`config.mk`:
```
export PLATFORM = sky130hd
export DESIGN_NAME = vl_aca_adder
export DESIGN_NICKNAME = d
export VERILOG_FILES = /design/src/rtl/vl_aca_pkg.sv /design/src/rtl/aca_spec_sum.sv /design/src/rtl/vl_aca_adder.sv
export SDC_FILE = /design/constraint.sdc
export NUM_CORES = 1
export LEC_CHECK = 0
export CORE_MARGIN = 3
export CORE_UTILIZATION = 44
export CTS_CLUSTER_DIAMETER = 80
export DETAILED_ROUTE_END_ITERATION = 7
export GPL_TIMING_DRIVEN = 1
export HOLD_SLACK_MARGIN = 0.08
export MAX_ROUTING_LAYER = met4
export PLACE_DENSITY = 0.69
export SLEW_MARGIN = 20
export SYNTH_ARGS = -nofsm -noshare
export SYNTH_HDL_FRONTEND = slang
export SYNTH_SLANG_ARGS = --single-unit
export TNS_END_PERCENT = 5
```
`constraint.sdc`:
```
create_clock -name clk_i -period 5.4 [get_ports clk_i]
set_input_delay 1.35 -clock clk_i [delete_from_list [all_inputs] [get_ports clk_i]]
set_output_delay 1.35 -clock clk_i [all_outputs]
set_load 0.01 [all_outputs]
```
`src/rtl/vl_aca_pkg.sv`:
```
// Shared types and default sizing for the accuracy-configurable (speculative) adder.
package vl_aca_pkg;

    localparam int DEF_WIDTH = 32;
    localparam int DEF_WIN   = 8;
    localparam int DEF_CNT_W = 16;

    typedef enum logic [1:0] {
        IDLE = 2'd0,
        HOLD = 2'd1,
        FIX  = 2'd2
    } aca_state_t;

endpackage

```
`src/rtl/aca_spec_sum.sv`:
```
// Speculative adder: each carry is derived from at most WIN lower operand bits,
// with a carry of zero assumed to enter that window.
module aca_spec_sum
    import vl_aca_pkg::*;
#(
    parameter int WIDTH = DEF_WIDTH,
    parameter int WIN   = DEF_WIN
) (
    input  logic [WIDTH-1:0] a,
    input  logic [WIDTH-1:0] b,
    output logic [WIDTH:0]   sum
);

    logic [WIDTH:0] carry_s;

    assign carry_s[0] = 1'b0;

    // A window of LEN bits overflows exactly when a_win + b_win >= 2**LEN,
    // i.e. when a_win > ~b_win, which avoids carrying an unused partial sum.
    for (genvar i = 1; i <= WIDTH; i++) begin : g_win
        localparam int LO  = (i > WIN) ? (i - WIN) : 0;
        assign carry_s[i] = (a[i-1:LO] > ~b[i-1:LO]);
    end

    assign sum = {carry_s[WIDTH], a ^ b ^ carry_s[WIDTH-1:0]};

endmodule

```
`src/rtl/vl_aca_adder.sv`:
```
// Speculative adder with valid/ready handshake, miss detection and a saturating miss counter.
// Define ACA_ERR_CORRECT_EN to re-add missed operands exactly in an extra FIX cycle.
module vl_aca_adder
    import vl_aca_pkg::*;
#(
    parameter int WIDTH = DEF_WIDTH,
    parameter int WIN   = DEF_WIN,
    parameter int CNT_W = DEF_CNT_W
) (
    input  logic             clk_i,
    input  logic             rst_i,
    input  logic             valid_i,
    output logic             ready_o,
    input  logic [WIDTH-1:0] add1_i,
    input  logic [WIDTH-1:0] add2_i,
    output logic             valid_o,
    input  logic             ready_i,
    output logic [WIDTH:0]   result_o,
    output logic             err_o,
    output logic [CNT_W-1:0] err_cnt_o,
    input  logic             clr_cnt_i
);

    localparam logic [CNT_W-1:0] CNT_MAX = {CNT_W{1'b1}};
    localparam logic [CNT_W-1:0] CNT_ONE = CNT_W'(1'b1);

    aca_state_t       state_r;
    aca_state_t       state_nxt_s;
    aca_state_t       accept_tgt_s;
    logic             accept_s;
    logic             miss_s;
    logic [WIDTH-1:0] sum_a_s;
    logic [WIDTH-1:0] sum_b_s;
    logic [WIDTH:0]   spec_s;
    logic [WIDTH:0]   exact_s;
    logic [WIDTH:0]   result_r;
    logic             err_r;
    logic [CNT_W-1:0] cnt_r;

`ifdef ACA_ERR_CORRECT_EN
    logic [WIDTH-1:0] op_a_r;
    logic [WIDTH-1:0] op_b_r;

    // Capture missed operands so FIX can re-add them exactly.
    always_ff @(posedge clk_i or posedge rst_i) begin
        if (rst_i) begin
            op_a_r <= {WIDTH{1'b0}};
            op_b_r <= {WIDTH{1'b0}};
        end else if (accept_s && miss_s) begin
            op_a_r <= add1_i;
            op_b_r <= add2_i;
        end else begin
            op_a_r <= op_a_r;
            op_b_r <= op_b_r;
        end
    end

    // FIX never accepts, so the adders are free to work on the captured pair.
    assign sum_a_s      = (state_r == FIX) ? op_a_r : add1_i;
    assign sum_b_s      = (state_r == FIX) ? op_b_r : add2_i;
    assign accept_tgt_s = miss_s ? FIX : HOLD;
`else
    assign sum_a_s      = add1_i;
    assign sum_b_s      = add2_i;
    assign accept_tgt_s = HOLD;
`endif

    aca_spec_sum #(
        .WIDTH (WIDTH),
        .WIN   (WIN)
    ) u_spec_sum (
        .a   (sum_a_s),
        .b   (sum_b_s),
        .sum (spec_s)
    );

    assign exact_s  = {1'b0, sum_a_s} + {1'b0, sum_b_s};
    assign miss_s   = (spec_s != exact_s);
    assign accept_s = valid_i && ready_o;

    // State register.
    always_ff @(posedge clk_i or posedge rst_i) begin
        if (rst_i) begin
            state_r <= IDLE;
        end else begin
            state_r <= state_nxt_s;
        end
    end

    // Next-state logic.
    always_comb begin
        state_nxt_s = state_r;
        case (state_r)
            IDLE: begin
                if (accept_s) begin
                    state_nxt_s = accept_tgt_s;
                end else begin
                    state_nxt_s = IDLE;
                end
            end
            HOLD: begin
                if (!ready_i) begin
                    state_nxt_s = HOLD;
                end else if (accept_s) begin
                    state_nxt_s = accept_tgt_s;
                end else begin
                    state_nxt_s = IDLE;
                end
            end
`ifdef ACA_ERR_CORRECT_EN
            FIX: begin
                state_nxt_s = HOLD;
            end
`endif
            default: begin
                state_nxt_s = IDLE;
            end
        endcase
    end

    // Handshake outputs; ready_o is forced low while reset is held.
    always_comb begin
        ready_o = 1'b0;
        valid_o = (state_r == HOLD);
        if (rst_i) begin
            ready_o = 1'b0;
        end else begin
            ready_o = (state_r == IDLE) || ((state_r == HOLD) && ready_i);
        end
    end

    // Result register: speculative sum on accept, exact sum when leaving FIX.
    always_ff @(posedge clk_i or posedge rst_i) begin
        if (rst_i) begin
            result_r <= {(WIDTH+1){1'b0}};
            err_r    <= 1'b0;
        end else if (accept_s) begin
            result_r <= spec_s;
            err_r    <= miss_s;
`ifdef ACA_ERR_CORRECT_EN
        end else if (state_r == FIX) begin
            result_r <= exact_s;
            err_r    <= 1'b1;
`endif
        end else begin
            result_r <= result_r;
            err_r    <= err_r;
        end
    end

    // Saturating miss counter; a clear beats a coincident increment.
    always_ff @(posedge clk_i or posedge rst_i) begin
        if (rst_i) begin
            cnt_r <= {CNT_W{1'b0}};
        end else if (clr_cnt_i) begin
            cnt_r <= {CNT_W{1'b0}};
        end else if (accept_s && miss_s && (cnt_r != CNT_MAX)) begin
            cnt_r <= cnt_r + CNT_ONE;
        end else begin
            cnt_r <= cnt_r;
        end
    end

    assign result_o  = result_r;
    assign err_o     = err_r;
    assign err_cnt_o = cnt_r;

endmodule

```
# Word level (Yosys, flattened, before mapping)
# Cells that the tools add are included.
[op_classes]
n_bitwise = 34
n_reduce_logical = 7
n_lt_le_gt_ge = 32
n_eq_ne = 3
muxes = 6
n_addsub = 2
[ops]
columns = ["operator", "n"]
rows = [
  ["> comparator 8 bit", 25],
  ["NOT 8 bit", 25],
  ["XOR 32 bit", 2],
  ["adder 32 x 32 -> 33 bit", 1],
  ["inequality test 33 bit", 1],
  ["2-to-1 mux 16 bit", 2],
  ["adder 16 x 1 -> 16 bit, second input constant", 1],
  ["inequality test 16 bit, second input constant", 1],
  ["> comparator 7 bit", 1],
  ["NOT 7 bit", 1],
  ["> comparator 6 bit", 1],
  ["NOT 6 bit", 1],
  ["> comparator 5 bit", 1],
  ["NOT 5 bit", 1],
  ["> comparator 4 bit", 1],
  ["logical AND 1 bit", 4],
  ["NOT 4 bit", 1],
  ["one-hot mux 2 bit (2 select lines)", 1],
  ["> comparator 3 bit", 1],
  ["NOT 3 bit", 1],
  ["== test 2 x 1 -> 1 bit, second input constant", 1],
  ["> comparator 2 bit", 1],
  ["logical NOT 2 bit", 1],
  ["2-to-1 mux 1 bit", 2],
  ["6 further kinds", 6],
]
[totals]
wordCells = 88
output_inout_bits = 52
inputBits = 69
reg_bits = 52

# Logic depth before layout (Yosys ltp)
[logic_depth]
word_depth = 9
mapped_depth = 15
depth_no_buf = 12

# Hierarchy
# A second synthesis with hierarchy kept.
[unflattened]
cells_unflattened = 1036
hier_area_um2 = 7941.4
[by_module_without_submodules]
columns = ["mod", "area_per_inst_um2", "instances", "cells_each", "seq_area_each_um2"]
rows = [
  ["vl_aca_adder", 4872.2, 1, 575, 1276.2],
  ["aca_spec_sum", 3069.2, 1, 461, 0.0],
]

# Worst setup path after synthesis
# OpenSTA, ideal clock, no wires.
[synth_path]
path_kind = "input to register"
startpoint = "input add1_i[5]"
endpoint = "register cnt_r[4] (netlist: err_cnt_o[4])"
setup_time_ns = 0.127
path_stages = 13
setup_slack_ns = 0.922
arrival_time_ns = 4.351
n_path_buf = 2
required_ns = 5.273
path_cell_list = "inv_1 -> ha_1 -> buf_6 -> a21oi_4 -> o221ai_2 -> a31oi_4 -> a21oi_1 -> or4_1 -> or4_4 -> or3_1 -> buf_2 -> nand4_1 -> mux2_1"
[synth_between]
elab_chain_cells = 6
word_cells_on_any_way = 15
classes_between = "add/sub (1); order compare (8); eq/ne (1); bitwise (2); reduce/logical (3)"
[synth_lines]
columns = ["element", "line_no", "rtl"]
rows = [
  ["start: declaration", "vl_aca_adder.sv:14", "input logic [WIDTH-1:0] add1_i,"],
  ["parallel branches: the longest is 2 deep, another holds adder 32 x 32 -> 33 bit", "--", ""],
  ["inequality test 33 bit *", "vl_aca_adder.sv:78", "assign miss_s = (spec_s != exact_s);"],
  ["logical AND 1 bit * (2 in series)", "vl_aca_adder.sv:157", "end else if (accept_s && miss_s && (cnt_r != CNT_MAX)) begin"],
  ["nonzero test 2 bit (no line) *", "--", ""],
  ["end signal: assignment", "vl_aca_adder.sv:156", "cnt_r <= {CNT_W{1'b0}};"],
  ["end signal: assignment", "vl_aca_adder.sv:158", "cnt_r <= cnt_r + CNT_ONE;"],
  ["end signal: assignment", "vl_aca_adder.sv:160", "cnt_r <= cnt_r;"],
  ["end: declaration", "vl_aca_adder.sv:38", "logic [CNT_W-1:0] cnt_r;"],
]
# Mark *: on every way between the ends.
# A chain may end at the register's enable or synchronous reset.

# Worst setup path after layout
[layout_path]
startpoint = "input add1_i[4]"
endpoint = "register cnt_r[9] (netlist: err_cnt_o[9])"
[layout_between]
elab_chain_cells = 6
word_cells_on_any_way = 15
classes_between = "add/sub (1); order compare (8); eq/ne (1); bitwise (2); reduce/logical (3)"
[layout_lines]
columns = ["element", "line_no"]
rows = [
  ["parallel branches: the longest is 2 deep, another holds adder 32 x 32 -> 33 bit", "--"],
  ["inequality test 33 bit *", "vl_aca_adder.sv:78"],
  ["logical AND 1 bit * (2 in series)", "vl_aca_adder.sv:157"],
  ["nonzero test 2 bit (no line) *", "--"],
]
# Marks and branches as above.

==> summary.md <==
| Metric | Value |
|---|---|
| Nets | 1167 |
| Comb power frac | 51.5% |
| Gpl congestion | 1.03 |
| Worst Tran Pin Value | 0.862 ns |
| Crit path max-delay family | simple AND/OR/NAND/NOR gates |
| Final count of hold timing violations | 0 |
| Pre-CTS setup slack | -0.0836 ns |
| Setup TNS | 0 ns |
| Hold/Removal Path Class | register to register |
| Relative slew margins | 42.5% |
| Die H | 126 um |
| CP peak stage delay | 0.53 ns |
| # rows | 43 |
| Non-filler cells, final | 1220 |
| Die footprint | 15800 um^2 |
| Clock buffer count from CTS | 5 |
| Core region area | 13900 um^2 |
| Worst Hold End | result_o[0]$_DFFE_PP0P_ |
| GR Util All Layers | 27.1% |
| Unrepaired setup endpoints after global routing | no |
| Vias in the first global route | 6645 |
| Hold path depth | 2 |
| Starting density of the core | 45.2% |
| Clk slew on worst S/H paths | 0.06 ns |
| Worst hold margin | 0.481 ns |
| Synth warn | 0 |
| Flop pwr share | 28.0% |
| Largest net degree at the start of global routing | 70 |
| Max Cap Viol | 0 |
| Setup-failing EPs final | 0 |
| Critical-path top delay cell | or4_4 |
| Min-delay src | result_o[0]$_DFFE_PP0P_ |
| Iter 0 DRT Violations | 747 |
| Status | finished, final reports clean |
| Worst-Skew Late Latency | 0.29 ns |
| LEAKAGE | 3.67 nW |
| R2R depth | 10 |
| Remaining antenna violation count | 0 |
| Clk_skew | 0.00558 ns |
| Max FO, Critical Path | 8 |
| Crit path launch | add1_i[4] |
| Clock tree buffer depth | 2 |
| Syn_area_per_cell | 7.36 um^2 |
| Share of post-route cells with drive strength above 1 | 13.2% |
| Area of the mapped netlist | 6300 um^2 |
| Shortest period the worst path allows | 5.16 ns |
| Async SR Flop Fraction | 100% |
| Number of I/O pins | 121 |
| EDFF count, synth | 0 |
| Syn Inst Count | 856 |
| PnR worst setup slack | 0.242 ns |
| Routed Wire Length | 21500 um |
| Global-route wire length before repair | 34300 um |
| Buffers & Inverters on Critical Path | 5 |
| Reg2reg start | err_cnt_o[2]$_DFFE_PP0P_ |
| Commonest non-fill, non-tap cell in the layout | clkdlybuf4s50_1 |
| Internal power | 1.09 mW |
| Count of cell types in the netlist | 72 |
| Crit path required time | 5.60 ns |
| Psw | 0.652 mW |
| Port bufs | 120 |
| Fillcell total | 1349 |
| TritonCTS clock tree | done |
| Most used flip-flop cell after synthesis | dfrtp_1 |
| Flop-to-flop setup slack | 2.57 ns |
| Overall Power | 1.74 mW |
| Post-synthesis register bit count | 51 |
| Crit-path cells | clkdlybuf4s50_1 -> inv_1 -> ha_1 -> a21oi_2 -> buf_4 -> o21ai_1 -> a211oi_2 -> buf_4 -> nor4_1 -> nor4_1 -> nand4_1 -> or4_4 -> or3_1 -> buf_4 -> a31o_1 -> a21oi_1 |
| Kind of end point of the critical path | register |
| Power Density | 207 nW/um^2 |
| Placed cell areas | 8230 um^2 |
| Sw frac | 37.4% |
| Reg2reg end | err_cnt_o[4]$_DFFE_PP0P_ |
| Gr ovfl total | 0 |
| Post-layout util | 60.4% |
| N_diodes | 0 |
| H-tree Lvls | 2 |
| CTS Hold Buffers Added | 0 |
| CTS root buffer | clkbuf_16 |
| Drt pass-1 iters | 7 |
| DIE WIDTH | 126 um |
| CP dominant cell by count | buf_4 |
| # DRC | 0 |
| Design Area, Final | 8410 um^2 |
| Seq/Total Area, Yosys | 20.3% |
| Via count | 7163 |
| Crit share post-route | 95.5% |
| Synth-to-layout area growth | 33.6% |
| Fmax | 194 MHz |
| Cell depth of the worst setup path | 16 |
| Clock power frac | 20.6% |
| Antenna violations before repair | 0 |
| Vias per cell | 5.87 |
| Avg WL per Cell | 17.6 um |
| Hpwl dp | 18100 um |
| Post-Place Cells | 1212 |
| Most frequent cells in the layout | 120 x clkdlybuf4s50_1, 96 x buf_4, 89 x nand2_1 |
| Slew Viols, Final | 0 |
| Post-synth net total | 984 |
| Peak VDD IR | 0.179 mV |
| Num Clock Sinks | 51 |
| Worst path arrival time | 5.36 ns |
| Setup Crit Path Kind | input port to register |
| Critical Path Start Type | input port |
==> synthesized netlist by cell type, types with 13 or more instances <==
library cell  instances  area share [%]
nand2_1              90             5.4
a21oi_1              81             6.4
o21ai_0              80             6.4
inv_1                69             4.1
nor2_1               63             3.8
ha_1                 58              12
dfrtp_1              51              20
nand4_1              33             3.3
nor2b_1              23             2.3
xor2_1               23             3.2
nor3_1               20             1.6
buf_2                15             1.2
clkbuf_1             15            0.89
o21bai_1             15             1.8
xnor2_1              15             2.1
nand3_1              13             1.0
==> layer usage <==
layer / track usage, % / vias to the layer above / wire (um)
met2: 41.9 / 330 / 9370
met4: 4.97 / 0 / 388
met3: 1.19 / 29 / 1590
met1: 39.9 / 3324 / 10200
li1: - / 3480 / -
met5: - / - / 0
==> area by class of cell <==
type                            instances  area, um^2  area share, %
Clock buffer                            6         139           1.65
Clock inverter                          2        35.0          0.417
Inverter                               69         260           3.09
Multi-Input combinational cell        696        4550           54.1
Sequential cell                        51        1280           15.2
Tap cell                              180         225           2.68
Timing Repair Buffer                  216        1920           22.9
==> worst max-delay path by stage <==
stage	end	slack (ns)
2_1_floorplan	err_cnt_o[4]$_DFFE_PP0P_	0.92
5_1_grt	err_cnt_o[9]$_DFFE_PP0P_	0.05
3_3_place_gp	err_cnt_o[4]$_DFFE_PP0P_	-0.05
6_report	err_cnt_o[9]$_DFFE_PP0P_	0.24
3_5_place_dp	err_cnt_o[9]$_DFFE_PP0P_	-0.08
4_1_cts	err_cnt_o[9]$_DFFE_PP0P_	0.20
==> power by group through the flow <==
stage               clock [mW]  combinational [mW]  sequential [mW]
global placement             0               0.880            0.492
global route             0.379               0.970            0.497
finish                   0.358               0.897            0.488
CTS                      0.366               0.886            0.488
detailed placement           0               0.881            0.494
floorplan                    0               0.433            0.516
==> registers in the layout, summed over array words and instances (netlist names) <==
| register | flops |
|---|---|
| result_o | 33 |
| err_cnt_o | 16 |
| err_o | 1 |
| state_r | 1 |
==> tightest hold or removal path, delay by kind of cell, from the launching register on <==
| kind | cells | cell delay [ns] |
|---|---|---|
| and+or+nand+nor | 2 | 0.10 |
| DFF | 1 | 0.35 |
==> cell families (layout without fill, tap and decap cells) <==
group                    after synthesis  in the layout  synth area share, %
AND/OR/NAND/NOR                      299            299                 24.0
AO/OA/AOI/OAI                        292            292                 29.6
buffers and inverters                109            293                 7.57
adder cells (fa/ha/maj)               59             59                 11.8
flip-flops                            51             51                 20.3
XOR/XNOR                              38             38                 5.29
multiplexers                           8              8                 1.39
==> repair_timing <==
| action | in CTS | in global routing |
|---|---|---|
| buffers inserted | 0 | 0 |
| endpoints found under the hold margin | 0 | 0 |
| resized for setup | 0 | 1 |
| endpoints found under the setup margin | 0 | 1 |
Note: power is estimated with default switching activity, not from simulation.
